===== src/rtl/bus_xbar_if.sv =====
// Bus bundle between the requesting masters, the bus_xbar interconnect and the on-chip slaves.
// The xbar modport is the interconnect's own view; master and slave are the two client views.
interface bus_xbar_if #(
  parameter int N_MASTERS = 2,
  parameter int N_SLAVES  = 4,
  parameter int AW        = 32,
  parameter int DW        = 32
);
  logic [N_MASTERS-1:0]    m_req_i;
  logic [N_MASTERS*AW-1:0] m_addr_i;
  logic [N_MASTERS*DW-1:0] m_wdata_i;
  logic [N_MASTERS-1:0]    m_we_i;
  logic [N_MASTERS*2-1:0]  m_hb_i;
  logic [N_MASTERS-1:0]    m_gnt_o;
  logic                    m_err_o;
  logic [DW-1:0]           m_rdata_o;

  logic [N_SLAVES-1:0]     s_cs_o;
  logic                    s_req_o;
  logic [AW-1:0]           s_addr_o;
  logic [DW-1:0]           s_wdata_o;
  logic                    s_we_o;
  logic [1:0]              s_hb_o;
  logic [N_SLAVES-1:0]     s_gnt_i;
  logic [N_SLAVES*DW-1:0]  s_rdata_i;

  modport master (
    output m_req_i, m_addr_i, m_wdata_i, m_we_i, m_hb_i,
    input  m_gnt_o, m_err_o, m_rdata_o
  );

  modport slave (
    input  s_cs_o, s_req_o, s_addr_o, s_wdata_o, s_we_o, s_hb_o,
    output s_gnt_i, s_rdata_i
  );

  modport xbar (
    input  m_req_i, m_addr_i, m_wdata_i, m_we_i, m_hb_i, s_gnt_i, s_rdata_i,
    output m_gnt_o, m_err_o, m_rdata_o,
           s_cs_o, s_req_o, s_addr_o, s_wdata_o, s_we_o, s_hb_o
  );
endinterface


===== src/rtl/bus_xbar.sv =====
// N-master round-robin bus interconnect with windowed one-hot slave decode, registered
// responses and an error termination for decode misses and slaves that never grant.
module bus_xbar #(
  parameter int                      N_MASTERS = 2,
  parameter int                      N_SLAVES  = 4,
  parameter int                      AW        = 32,
  parameter int                      DW        = 32,
  parameter logic [N_SLAVES*AW-1:0]  SLV_BASE  = {AW'(32'h3000), AW'(32'h2000),
                                                  AW'(32'h1000), AW'(32'h0000)},
  parameter logic [N_SLAVES*AW-1:0]  SLV_MASK  = {N_SLAVES{AW'(32'hFFFF_F000)}},
  parameter int                      TIMEOUT   = 15
) (
  input  logic     clk_i,
  input  logic     rst_i,
  bus_xbar_if.xbar bus
);
  localparam int MW = (N_MASTERS > 1) ? $clog2(N_MASTERS) : 1;
  localparam int CW = 8;

  typedef enum logic [1:0] {ST_IDLE, ST_BUSY, ST_RESP} state_t;

  state_t                state;
  logic [MW-1:0]         last_winner;
  logic [MW-1:0]         winner;
  logic [CW-1:0]         cnt;
  logic [N_SLAVES-1:0]   cs_q;
  logic                  req_q;
  logic [AW-1:0]         addr_q;
  logic [DW-1:0]         wdata_q;
  logic                  we_q;
  logic [1:0]            hb_q;
  logic [N_MASTERS-1:0]  gnt_q;
  logic                  err_q;
  logic [DW-1:0]         rdata_q;

  logic                  arb_valid;
  logic [MW-1:0]         arb_idx;
  logic [MW-1:0]         arb_cand;
  logic [AW-1:0]         win_addr;
  logic [DW-1:0]         win_wdata;
  logic                  win_we;
  logic [1:0]            win_hb;
  logic                  dec_hit;
  logic [N_SLAVES-1:0]   dec_sel;
  logic                  sel_gnt;
  logic [DW-1:0]         sel_rdata;

  // Round-robin: walk backwards from the lowest-priority candidate so the last hit is the winner.
  always_comb begin
    // NOTE: every always_comb output is given a default first so no path can infer a latch.
    arb_valid = 1'b0;
    arb_idx   = last_winner;
    arb_cand  = '0;
    for (int k = N_MASTERS - 1; k >= 0; k--) begin
      arb_cand = MW'((int'(last_winner) + 1 + k) % N_MASTERS);
      if (bus.m_req_i[arb_cand]) begin
        arb_valid = 1'b1;
        arb_idx   = arb_cand;
      end
    end
  end

  always_comb begin
    win_addr  = '0;
    win_wdata = '0;
    win_we    = 1'b0;
    win_hb    = '0;
    for (int m = 0; m < N_MASTERS; m++) begin
      if (arb_idx == MW'(m)) begin
        win_addr  = bus.m_addr_i[m*AW +: AW];
        win_wdata = bus.m_wdata_i[m*DW +: DW];
        win_we    = bus.m_we_i[m];
        win_hb    = bus.m_hb_i[m*2 +: 2];
      end
    end
  end

  // Lowest-numbered matching window wins, so scan downwards and let later hits overwrite.
  always_comb begin
    dec_hit = 1'b0;
    dec_sel = '0;
    for (int i = N_SLAVES - 1; i >= 0; i--) begin
      if ((win_addr & SLV_MASK[i*AW +: AW]) == SLV_BASE[i*AW +: AW]) begin
        dec_hit = 1'b1;
        dec_sel = N_SLAVES'(1) << i;
      end
    end
  end

  always_comb begin
    sel_gnt   = |(bus.s_gnt_i & cs_q);
    sel_rdata = '0;
    for (int i = 0; i < N_SLAVES; i++) begin
      if (cs_q[i]) sel_rdata = bus.s_rdata_i[i*DW +: DW];
    end
  end

  always_ff @(posedge clk_i) begin
    // NOTE: registers take non-blocking assignments; the synchronous reset clears every one of them.
    if (rst_i) begin
      state       <= ST_IDLE;
      last_winner <= MW'(N_MASTERS - 1);
      winner      <= '0;
      cnt         <= '0;
      cs_q        <= '0;
      req_q       <= 1'b0;
      addr_q      <= '0;
      wdata_q     <= '0;
      we_q        <= 1'b0;
      hb_q        <= '0;
      gnt_q       <= '0;
      err_q       <= 1'b0;
      rdata_q     <= '0;
    end else begin
      unique case (state)
        ST_IDLE: begin
          if (arb_valid) begin
            winner  <= arb_idx;
            addr_q  <= win_addr;
            wdata_q <= win_wdata;
            we_q    <= win_we;
            hb_q    <= win_hb;
            cnt     <= '0;
            if (dec_hit) begin
              cs_q  <= dec_sel;
              req_q <= 1'b1;
              state <= ST_BUSY;
            end else begin
              gnt_q   <= N_MASTERS'(1) << arb_idx;
              err_q   <= 1'b1;
              rdata_q <= '0;
              state   <= ST_RESP;
            end
          end
        end
        ST_BUSY: begin
          // A grant in the last allowed cycle still beats the timeout.
          if (sel_gnt || cnt == CW'(TIMEOUT - 1)) begin
            gnt_q   <= N_MASTERS'(1) << winner;
            err_q   <= ~sel_gnt;
            rdata_q <= (sel_gnt && !we_q) ? sel_rdata : '0;
            req_q   <= 1'b0;
            cs_q    <= '0;
            state   <= ST_RESP;
          end else begin
            cnt <= cnt + 1'b1;
          end
        end
        ST_RESP: begin
          gnt_q       <= '0;
          err_q       <= 1'b0;
          rdata_q     <= '0;
          last_winner <= winner;
          cnt         <= '0;
          state       <= ST_IDLE;
        end
        default: state <= ST_IDLE;
      endcase
    end
  end

  assign bus.m_gnt_o   = gnt_q;
  assign bus.m_err_o   = err_q;
  assign bus.m_rdata_o = rdata_q;
  assign bus.s_cs_o    = cs_q;
  assign bus.s_req_o   = req_q;
  assign bus.s_addr_o  = addr_q;
  assign bus.s_wdata_o = wdata_q;
  assign bus.s_we_o    = we_q;
  assign bus.s_hb_o    = hb_q;
endmodule


===== src/flat_wrapper.sv =====
// flat-port wrapper written by rule: the top's interface ports become plain ports
module bus_xbar_flat 
#(
  parameter int                      N_MASTERS = 2,
  parameter int                      N_SLAVES  = 4,
  parameter int                      AW        = 32,
  parameter int                      DW        = 32,
  parameter logic [N_SLAVES*AW-1:0]  SLV_BASE  = {AW'(32'h3000), AW'(32'h2000),
                                                  AW'(32'h1000), AW'(32'h0000)},
  parameter logic [N_SLAVES*AW-1:0]  SLV_MASK  = {N_SLAVES{AW'(32'hFFFF_F000)}},
  parameter int                      TIMEOUT   = 15
)
  (clk_i, rst_i, bus_m_req_i, bus_m_addr_i, bus_m_wdata_i, bus_m_we_i, bus_m_hb_i, bus_s_gnt_i, bus_s_rdata_i, bus_m_gnt_o, bus_m_err_o, bus_m_rdata_o, bus_s_cs_o, bus_s_req_o, bus_s_addr_o, bus_s_wdata_o, bus_s_we_o, bus_s_hb_o);
  bus_xbar_if #(.N_MASTERS(N_MASTERS), .N_SLAVES(N_SLAVES), .AW(AW), .DW(DW)) bus_i ();
  input  logic clk_i;
  input  logic rst_i;
  input wire logic [$bits(bus_i.m_req_i)-1:0] bus_m_req_i;
  input wire logic [$bits(bus_i.m_addr_i)-1:0] bus_m_addr_i;
  input wire logic [$bits(bus_i.m_wdata_i)-1:0] bus_m_wdata_i;
  input wire logic [$bits(bus_i.m_we_i)-1:0] bus_m_we_i;
  input wire logic [$bits(bus_i.m_hb_i)-1:0] bus_m_hb_i;
  input wire logic [$bits(bus_i.s_gnt_i)-1:0] bus_s_gnt_i;
  input wire logic [$bits(bus_i.s_rdata_i)-1:0] bus_s_rdata_i;
  output wire logic [$bits(bus_i.m_gnt_o)-1:0] bus_m_gnt_o;
  output wire logic [$bits(bus_i.m_err_o)-1:0] bus_m_err_o;
  output wire logic [$bits(bus_i.m_rdata_o)-1:0] bus_m_rdata_o;
  output wire logic [$bits(bus_i.s_cs_o)-1:0] bus_s_cs_o;
  output wire logic [$bits(bus_i.s_req_o)-1:0] bus_s_req_o;
  output wire logic [$bits(bus_i.s_addr_o)-1:0] bus_s_addr_o;
  output wire logic [$bits(bus_i.s_wdata_o)-1:0] bus_s_wdata_o;
  output wire logic [$bits(bus_i.s_we_o)-1:0] bus_s_we_o;
  output wire logic [$bits(bus_i.s_hb_o)-1:0] bus_s_hb_o;
  assign bus_i.m_req_i = bus_m_req_i;
  assign bus_i.m_addr_i = bus_m_addr_i;
  assign bus_i.m_wdata_i = bus_m_wdata_i;
  assign bus_i.m_we_i = bus_m_we_i;
  assign bus_i.m_hb_i = bus_m_hb_i;
  assign bus_i.s_gnt_i = bus_s_gnt_i;
  assign bus_i.s_rdata_i = bus_s_rdata_i;
  assign bus_m_gnt_o = bus_i.m_gnt_o;
  assign bus_m_err_o = bus_i.m_err_o;
  assign bus_m_rdata_o = bus_i.m_rdata_o;
  assign bus_s_cs_o = bus_i.s_cs_o;
  assign bus_s_req_o = bus_i.s_req_o;
  assign bus_s_addr_o = bus_i.s_addr_o;
  assign bus_s_wdata_o = bus_i.s_wdata_o;
  assign bus_s_we_o = bus_i.s_we_o;
  assign bus_s_hb_o = bus_i.s_hb_o;
  bus_xbar #(.N_MASTERS(N_MASTERS), .N_SLAVES(N_SLAVES), .AW(AW), .DW(DW), .SLV_BASE(SLV_BASE), .SLV_MASK(SLV_MASK), .TIMEOUT(TIMEOUT)) u_core (.clk_i(clk_i), .rst_i(rst_i), .bus(bus_i));
endmodule

===== config.mk =====
export PLATFORM = sky130hd
export DESIGN_NAME = bus_xbar_flat
export DESIGN_NICKNAME = d
export VERILOG_FILES = /design/src/rtl/bus_xbar_if.sv /design/src/rtl/bus_xbar.sv /design/src/flat_wrapper.sv
export SDC_FILE = /design/constraint.sdc
export NUM_CORES = 1
export LEC_CHECK = 0
export CORE_ASPECT_RATIO = 0.5
export CORE_MARGIN = 10
export CORE_UTILIZATION = 37
export DETAILED_ROUTE_END_ITERATION = 7
export PLACE_DENSITY = 0.81
export SLEW_MARGIN = 40
export SYNTH_ARGS = -nofsm -noshare
export SYNTH_HDL_FRONTEND = slang
export SYNTH_SLANG_ARGS = --single-unit

===== constraint.sdc =====
create_clock -name clk_i -period 2.5 [get_ports clk_i]
set_clock_uncertainty 0.05 [all_clocks]
set_input_delay 0.25 -clock clk_i [delete_from_list [all_inputs] [get_ports clk_i]]
set_output_delay 0.25 -clock clk_i [all_outputs]
set_load 0.1 [all_outputs]

# After elaboration in Yosys (flattened, before gate mapping)
# Index checks and enable logic that the tools add are counted.
[word_totals]
regBits = 119
in_bits = 270
word_cells = 98
[classes]
addsub = 3
magnitude_cmp = 2
n_eq_ne = 11
shift = 2
muxes = 52
bitwise_logic = 2
reduce_logical = 13
[op_table]
columns = ["op", "count"]
rows = [
  ["$mux 32", 10],
  ["$pmux 32 s3", 1],
  ["$eq 20x2->1 const B", 2],
  ["$logic_not 32->1", 1],
  ["$mux 4", 7],
  ["$pmux 8 s3", 1],
  ["$eq 20x1->1 const B", 1],
  ["$mux 1", 19],
  ["$mux 8", 2],
  ["$mux 2", 7],
  ["$add 8x1->8 const B", 1],
  ["$eq 8x4->1 const B", 1],
  ["$pmux 4 s2", 1],
  ["$reduce_and 4->1", 2],
  ["$ne 2x1->1 const B", 3],
  ["$pmux 2 s3", 1],
  ["$and 4x4->4", 1],
  ["$lt 1x2->1 const B", 2],
  ["$ne 2x2->1 const B", 2],
  ["$pmux 2 s2", 1],
  ["$reduce_and 2->1", 2],
  ["$reduce_or 4->1", 1],
  ["$shl 1x1->2 const A", 2],
  ["$pmux 1 s3", 1],
  ["12 further kinds", 13],
]

# Logic depth before layout (Yosys ltp)
# Gate-level depths: netlist of the first run.
[logic_depth]
ltp_word = 15
ltp_mapped = 9

# Least setup slack after synthesis of the first run
# Ideal clock, no wire load.
[synth_timing]
path_type = "reg-to-reg"
start = "register u_core.cs_q[1] (netlist: u_core.bus.s_cs_o[1])"
end = "register u_core.rdata_q[0] (netlist: u_core.bus.m_rdata_o[0])"
setup_ps = 118
t_arrival_ps = 2343
required_ps = 2332
slack_ps = -11
path_stages_with_launch = 9
n_path_buf = 2
path_cell_list = "dfxtp_1 > clkbuf_1 > a22oi_1 > nand2_1 > nor2_1 > o21ai_0 > a21oi_4 > buf_6 > a22o_1"
[synth_via]
elab_chain_len = 6
elab_cells_between_ends = 12
cone_classes = "eq/ne (1); mux (6); bitwise (1); reduce/logical (4)"
[synth_lines]
columns = ["item", "line_no", "rtl"]
rows = [
  ["start: declaration", "bus_xbar.sv:26", "logic [N_SLAVES-1:0] cs_q;"],
  ["start signal: assignment", "bus_xbar.sv:125", "cs_q <= dec_sel;"],
  ["$mux 32 or $and 4x4->4 (tied branches)", "bus_xbar.sv:94, bus_xbar.sv:91", ""],
  ["$mux 32 or $reduce_or 4->1 (tied branches)", "bus_xbar.sv:94, bus_xbar.sv:91", ""],
  ["$mux 32 or $logic_and 1x1->1 (tied branches)", "bus_xbar.sv:94, bus_xbar.sv:141", ""],
  ["$mux 32", "bus_xbar.sv:141", "rdata_q <= (sel_gnt && !we_q) ? sel_rdata : '0;"],
  ["$mux 32", "bus_xbar.sv:138", "if (sel_gnt || cnt == CW'(TIMEOUT - 1)) begin"],
  ["$pmux 32 s3", "bus_xbar.sv:115", "unique case (state)"],
  ["end signal: assignment", "bus_xbar.sv:141", ""],
  ["end: declaration", "bus_xbar.sv:34", "logic [DW-1:0] rdata_q;"],
]
# Several ways; a longest one is shown, not always the timed one. The select of a mux whose other input is x is not followed.
# A chain may end at the register's enable or synchronous reset.

# Final worst setup path of the first run
[layout_timing]
start = "input bus_m_addr_i[18]"
end = "register u_core.rdata_q[27] (netlist: u_core.bus.m_rdata_o[27])"
[layout_via]
elab_chain_len = 8
elab_cells_between_ends = 11
cone_classes = "eq/ne (4); mux (5); reduce/logical (2)"
[layout_lines]
columns = ["item", "line_no", "rtl"]
rows = [
  ["start: declaration", "flat_wrapper.sv:18", "input wire logic [$bits(bus_i.m_addr_i)-1:0] bus_m_addr_i;"],
  ["$mux 32 *", "bus_xbar.sv:69", "if (arb_idx == MW'(m)) begin"],
  ["$eq 20x2->1", "bus_xbar.sv:83", "if ((win_addr & SLV_MASK[i*AW +: AW]) == SLV_BASE[i*AW +: AW]) begin"],
  ["$mux 1 (3 in a row)", "bus_xbar.sv:83", ""],
  ["$mux 1 *", "bus_xbar.sv:83", ""],
  ["$ne 2x2->1 (no source line) *", "n/a", ""],
  ["$reduce_and 4->1 (no source line) *", "n/a", ""],
]
# Mark *: on every way between the ends. The rest lies on a longest branch, timed or not.

==> summary.txt, run 1 <==
Worst setup path
  – Worst path top cell family by delay: simple AND/OR/NAND/NOR gates
  – Critical path fanouts, max: 32
  – Reg2Reg Depth: 7
  – Worst R2R Start: u_core.cnt[7]$_SDFFE_PP0P_
  – Worst Path Required: around 2.8 ns
  – Data arrival, critical path: around 2.4 ns
  – Crit path max-delay cell type: or4_1
  – Terminus of the critical flop-to-flop path: u_core.bus.m_rdata_o[27]$_SDFFE_PP0P_
  – Sequence of cells on the critical path: clkdlybuf4s50_1 -> or4_1 -> nor3_2 -> and4_4 -> o31ai_2 -> a21oi_4 -> buf_12 -> a22o_1
  – CP endpoint kind: register
  – CP bufs+invs: 2
  – Crit path largest cell delay: 0.54 ns
  – R2r setup slk: 0.47 ns
  – Type of origin of the critical path: input pin
  – Crit path from: bus_m_addr_i[18]
  – Crit path kind: input pin to register

GRT
  – Pin count of the biggest net entering global routing: 93
  – Gr ovfl total: 0
  – Global-route wire length before repair: 36010 microns
  – Initial antenna violation count: 2
  – GR Util All Layers: 21.16%
  – M3 GR Usage: approximately 7.2%
  – Met1 Use GR: about a quarter
  – Gr busiest metal: met2
  – M2 GR Usage: 38.33%
  – Number of global-route vias before repair: 6353

Worst hold path
  – Worst Hold End: u_core.cnt[0]$_SDFFE_PP0P_
  – Worst hold path startpoint: rst_i
  – Hold crit path type: input pin to register
  – Hold Crit Depth: 2

Die
  – Core area: 15490 sq um
  – Die width: 198.4 microns
  – Die footprint: 21670 sq um
  – Die height: 109.2 microns
  – IO Pins: 377
  – Initial cell density of the core: 38.01%
  – Num rows: 32

Timing
  – Max Fclk: 484.6 MHz
  – Fin. Hold Viols: 0
  – Setup Viol. Count Final: 0
  – Final period util: 82.54%
  – Rel. slew slack: 56.88%
  – Total Neg Setup Slack: 0 ns
  – Worst Tran Pin Value: about 0.65 ns
  – RSZ-0062 raised after global routing: false
  – Slew Viols, Final: 0
  – Minimum clock period: ~2.1 ns

Routing
  – Starting DRT DRC Count: 418
  – Vias per cell: 5.147
  – Post-route ant nets: 0
  – TritonRoute pass-1 iters: 5
  – Post-route DRC: 0
  – Routed len/inst: 19.89 microns
  – Final wirelength: about 25000 microns
  – Via count: 6444

Clock tree
  – TritonCTS clock tree: done
  – CTS H-tree lvls: 4
  – # hold bufs at CTS: 0
  – Worst-Skew Late Latency: about 0.4 ns
  – Clk sinks: 119
  – PostCTS Resize Cnt: 0
  – Worst-path clk slew: 0.06 ns
  – CTS buffer count: 17
  – Setup repair bufs after CTS: 0
  – CTS Buffer Depth: 2
  – Clk root buf: clkbuf_16

Yosys
  – Mapped Avg Cell Area: 8.623 sq um
  – Largest area contributor in the netlist: dfxtp_1
  – EDFF count, synth: 0
  – Top_reg_cell synth: dfxtp_1
  – Synth unique cells: 47
  – Syn Nets: 955
  – Area contributors post-synth: dfxtp_1 (40%), mux2i_1 (11%), a211oi_1 (8.7%)
  – Ys async rst share: 0%
  – Sequential area share after synthesis: about two fifths
  – Mapped Cells: 683
  – Yosys top cell area share: 40.45%
  – Post-Syn Area: 5889 sq um
  – Ys Warns: 0
  – Flop and latch count out of synthesis: between 100 and 150

Finish
  – Filler instances: 1279
  – Nets: ~1300
  – Share of cells above drive strength 1: around 17%
  – Area grow syn2layout: 72.55%
  – Multi-input logic area: around 3200 sq um
  – Seq. cell area: 2386 sq um

Pwr
  – Maximum vdd drop: 0.4367 mV
  – Static Leak: 4.191 nW
  – Pwr/cell area: roughly 640 nW/um^2
  – Total Power: 6.496 mW

Job
  – Max Cap Violations: 0

Placed design
  – Post-DP HPWL: 20160 microns
  – PortBufs: 376
  – Placer Congestion: approximately 0.92

Run status
  – Status: complete, no violations
## through the flow
step | util (%) | setup WS, ns | hold slack, ns | instance area, sq um | std cells
floorplan | - | 0.1452 | 0.3941 | 5891 | 683
global placement | 61.72 | 0.1283 | 0.4090 | 9564 | 1218
detailed placement | 61.72 | 0.02435 | 0.4133 | 9564 | 1218
CTS | 65.55 | 0.4338 | 0.1829 | 10160 | 1250
global route | 65.55 | 0.3250 | 0.2212 | 10160 | 1250
finish | 65.58 | 0.4364 | 0.1928 | 10160 | 1252
## synth_stat cells, types with 3 or more instances
master    instances
mux2i_1          67
dfxtp_1         119
buf_2            12
a22oi_1          34
o21ai_0          33
xor2_1            6
nor2b_1           3
nand3_1           3
or4_1             3
nor4_1            5
and3_1            5
a211oi_1         68
nor2_1          122
nand4_1           4
nand2b_1          3
clkbuf_1         45
nand2_1          39
a21oi_1          38
a22o_1           32
buf_6             3
inv_1             5
## worst register-to-register path, cell delays in order, from the launching register on
cell	delay (ns)
dfxtp_1	0.32
nor4_1	0.28
and3_1	0.29
nor2_1	0.09
o21ai_0	0.34
a21oi_4	0.11
buf_12	0.18
a22o_1	0.26
## cell families (layout without fill, tap and decap cells)
group,count (synthesis),after routing,synth area share [%]
compound gates,221,221,26.43
other cells,0,2,0
flops,119,119,40.45
fa+ha+maj,2,2,0.4248
simple gates,201,201,15.06
mux,69,69,11.96
xor+xnor,6,6,0.8923
buf+inv,65,428,4.780
## power breakdown
| group | leakage, nW | total (mW) | switching (mW) | internal [mW] |
|---|---|---|---|---|
| Clock | 0.286 | 2.45 | 0.958 | 1.49 |
| Sequential | 0.979 | 2.09 | 0.0715 | 2.02 |
| Combinational | 2.93 | 1.96 | 1.26 | 0.699 |
## per-layer routing
layer | share of wire [%] | vias to the layer above
li1 | - | 3229
met4 | 1.2 | 0
met3 | 8.1 | 20
met1 | 39 | 2959
met2 | 52 | 236
met5 | 0 | -
## final cells by class
cell class | instances | share of cell area, %
inverter | 5 | 0.1847
clock buffer | 17 | 4.186
tap | 204 | 2.512
timing repair buffer | 391 | 36.08
antenna | 2 | 0.04925
multi-input combinational | 499 | 31.86
clock inverter | 15 | 1.650
sequential | 119 | 23.48
## cell usage in the layout (no fill, tap or decap), drive strengths merged, types with 5 or more instances in the layout
master and count:
clkbuf 17, buf 123, a21oi 39, nor4 6
a22o 32, nand2 39, inv 11, o21ai 35
clkinv 5, clkdlybuf4s50 268, xor2 6, and3 5
nor2 122, a211oi 68, mux2i 68, dfxtp 119
a22oi 34
## flip-flops by register name, indices dropped and copies added, names as in the netlist
signal	cells
u_core.bus.m_rdata_o	32
u_core.bus.s_addr_o	32
u_core.bus.s_wdata_o	32
u_core.cnt	8
u_core.bus.s_cs_o	4
u_core.bus.m_gnt_o	2
u_core.bus.s_hb_o	2
u_core.state	2
u_core.bus.m_err_o	1
u_core.bus.s_req_o	1
u_core.bus.s_we_o	1
u_core.last_winner	1
u_core.winner	1
## worst max-delay path by stage
stage                                             to  cells after the start
3_5_place_dp   u_core.bus.m_rdata_o[17]$_SDFFE_PP0P_                      8
6_report       u_core.bus.m_rdata_o[27]$_SDFFE_PP0P_                      8
5_1_grt        u_core.bus.m_rdata_o[27]$_SDFFE_PP0P_                      8
3_3_place_gp   u_core.bus.m_rdata_o[28]$_SDFFE_PP0P_                      8
4_1_cts        u_core.bus.m_rdata_o[14]$_SDFFE_PP0P_                      8
2_1_floorplan   u_core.bus.m_rdata_o[0]$_SDFFE_PP0P_                      7
Note: power is estimated with default switching activity, not from simulation.
==> run 2: changes to the inputs <==
- clock period: 2.5 -> 2 ns (I/O delays scaled with it)
==> summary.txt, run 2 (synthesis gave the netlist of run 1 again) <==
Run status
  – Failing checks: setup timing
  – Status: complete, but fails checks

Routing
  – Routed len/inst: 19.85 microns (-0.20%)
  – TritonRoute pass-1 iters: 5 (unchanged)
  – Final wirelength: 25480 microns (+2.4%)
  – Post-route DRC: 0 (unchanged)
  – Vias per cell: 5.133 (-0.27%)
  – Starting DRT DRC Count: 350 (-16%)
  – Via count: 6591 (+2.3%)
  – Post-route ant nets: 0 (unchanged)

Worst setup path
  – Crit path to: u_core.bus.m_rdata_o[30]$_SDFFE_PP0P_
  – Crit path kind: register to register
  – Terminus of the critical flop-to-flop path: u_core.bus.m_rdata_o[30]$_SDFFE_PP0P_
  – R2r setup slk: -0.01 ns (-0.48 ns)
  – Data arrival, critical path: 2.25 ns (-0.11 ns)
  – Reg2Reg Depth: 8 (+1)
  – Critical path fanouts, max: 8 (-75%)
  – Worst R2R Start: u_core.cnt[7]$_SDFFE_PP0P_
  – CP endpoint kind: register
  – Type of origin of the critical path: register
  – Worst Path Required: 2.24 ns (-0.55 ns)
  – Crit path from: u_core.cnt[7]$_SDFFE_PP0P_

Die
  – Initial cell density of the core: 38.01% (unchanged)
  – IO Pins: 377 (unchanged)
  – Die width: 198.4 microns (unchanged)
  – Die height: 109.2 microns (unchanged)
  – Num rows: 32 (unchanged)
  – Core area: 15490 sq um (unchanged)
  – Die footprint: 21670 sq um (unchanged)

Timing
  – Setup Viol. Count Final: 11 (+11)
  – RSZ-0062 raised after global routing: true
  – Minimum clock period: 2.012 ns
  – Max Fclk: 496.9 MHz
  – Slew Viols, Final: 0 (unchanged)
  – Rel. slew slack: 51.68% (-5.2 points)
  – Final period util: 100.6%
  – Fin. Hold Viols: 0 (unchanged)
  – Hold slack: 0.1886 ns (-0.004267 ns)
  – PnR worst setup slack: -0.01239 ns (-0.4488 ns)
  – Worst Tran Pin Value: 0.7215 ns (+0.07479 ns)

GRT
  – Gr busiest metal: met2
  – Gr ovfl total: 0 (unchanged)
  – Met1 Use GR: 23.59% (+0.14 points)
  – M2 GR Usage: 39.37% (+1.0 points)
  – Initial antenna violation count: 1 (-1)
  – Number of global-route vias before repair: 6680 (+5.1%)
  – Global-route wire length before repair: 36770 microns (+2.1%)
  – GR Util All Layers: 21.27% (+0.11 points)
  – M3 GR Usage: 5.597% (-1.6 points)
  – Pin count of the biggest net entering global routing: 67 (-28%)

Pwr
  – Pwr/cell area: 766.8 nW/um^2 (+20%)
  – Total Power: 8.084 mW (+24%)
  – Maximum vdd drop: 0.5634 mV (+29%)
  – Static Leak: 4.377 nW (+4.4%)

Worst hold path
  – Worst hold path startpoint: rst_i
  – Hold crit path type: input pin to register

Placed design
  – Setup WS pre-CTS: -0.3988 ns (-0.4231 ns)
  – PortBufs: 376 (unchanged)
  – Placed Cells: 1245 (+2.2%)
  – Post-DP HPWL: 19600 microns (-2.8%)
  – Placer Congestion: 0.8948 (-3.1%)
  – Dpl cell area: 9801 sq um (+2.5%)

Clock tree
  – # hold bufs at CTS: 0 (unchanged)
  – CTS buffer count: 17 (unchanged)
  – TritonCTS clock tree: done
  – CTS Buffer Depth: 2 (unchanged)
  – Worst-path clk slew: 0.05 ns (about the same)
  – Clk root buf: clkbuf_16
  – CTS H-tree lvls: 4 (unchanged)
  – Worst-Skew Late Latency: 0.40 ns (about the same)
  – Clk sinks: 119 (unchanged)

Finish
  – Area grow syn2layout: 79.01%
  – Commonest non-fill, non-tap cell in the layout: clkdlybuf4s50_1
  – Post-route design area: 10540 sq um (+3.7%)
  – Post-Layout Cell Count: 1284 (+2.6%)
  – Nets: 1338 (+2.5%)
  – Share of cells above drive strength 1: 20.02% (+3.5 points)
  – Commonest cells after routing, fill and taps aside: clkdlybuf4s50_1 (267), buf_4 (141), nor2_1 (120)

Job
  – Max Cap Violations: 0 (unchanged)
==> run 2: layout make-up <==
cell class / instances / area (sq um)
diodes: 1 / 2.502
clock buffers: 19 / 442.9
clock inverters: 13 / 130.1
fillers: 1184 / 4952
inverters: 5 / 18.77
multi-input cells: 500 / 3301
flip-flops and latches: 119 / 2391
well taps: 204 / 255.2
repair buffers: 423 / 4001
==> run 2: power breakdown <==
group	total [mW]	switching (mW)	internal [mW]
sequential	2.62	0.0927	2.53
combinational	2.50	1.59	0.917
clock	2.96	1.11	1.86
==> run 2: repair_timing <==
action	in CTS	in global routing
cloned	0	4
setup buffers	1	1
endpoints found under the hold margin	0	0
resized for setup	5	13
endpoints found under the setup margin	42	39
pin swaps	1	20
==> run 2: worst min-delay path by stage <==
stage	endpoint	slack (ns)	cells after the start
after floorplan	u_core.bus.m_gnt_o[1]$_SDFFE_PP0P_	0.34	2
after global placement	u_core.bus.s_req_o$_SDFFE_PP0P_	0.40	2
after detailed placement	u_core.bus.s_req_o$_SDFFE_PP0P_	0.40	2
after CTS	u_core.cnt[0]$_SDFFE_PP0P_	0.17	2
after global routing	u_core.cnt[0]$_SDFFE_PP0P_	0.21	2
final	u_core.cnt[0]$_SDFFE_PP0P_	0.19	2
==> run 2: per-stage QoR <==
step / setup TNS [ns] / utilization, %
5_1_grt: -0.6289 / 68.04
3_3_place_gp: -20.11 / 63.22
6_report: -0.06053 / 68.04
4_1_cts: 0 / 67.11
3_5_place_dp: -23.88 / 63.25
2_1_floorplan: 0 / -
==> run 2: worst max-delay path: stages, from the launching register on <==
cell       delay [ns]
dfxtp_1          0.33
nor4_2           0.36
and3_4           0.27
nor2_1           0.07
o21ai_2          0.19
a21oi_4          0.09
buf_12           0.16
clkbuf_16        0.15
a22o_1           0.22
==> run 2: per-layer routing <==
layer / part of all wire [%] / vias up
li1: - / 3283
met1: 39 / 3051
met2: 52 / 224
met3: 6.9 / 33
met4: 1.6 / 0
met5: 0 / -
==> run 3: changes to the inputs <==
- CAP_MARGIN: default -> 20
==> results of run 3 <==
Final layout, timing and power as in run 2 (identical DEF).
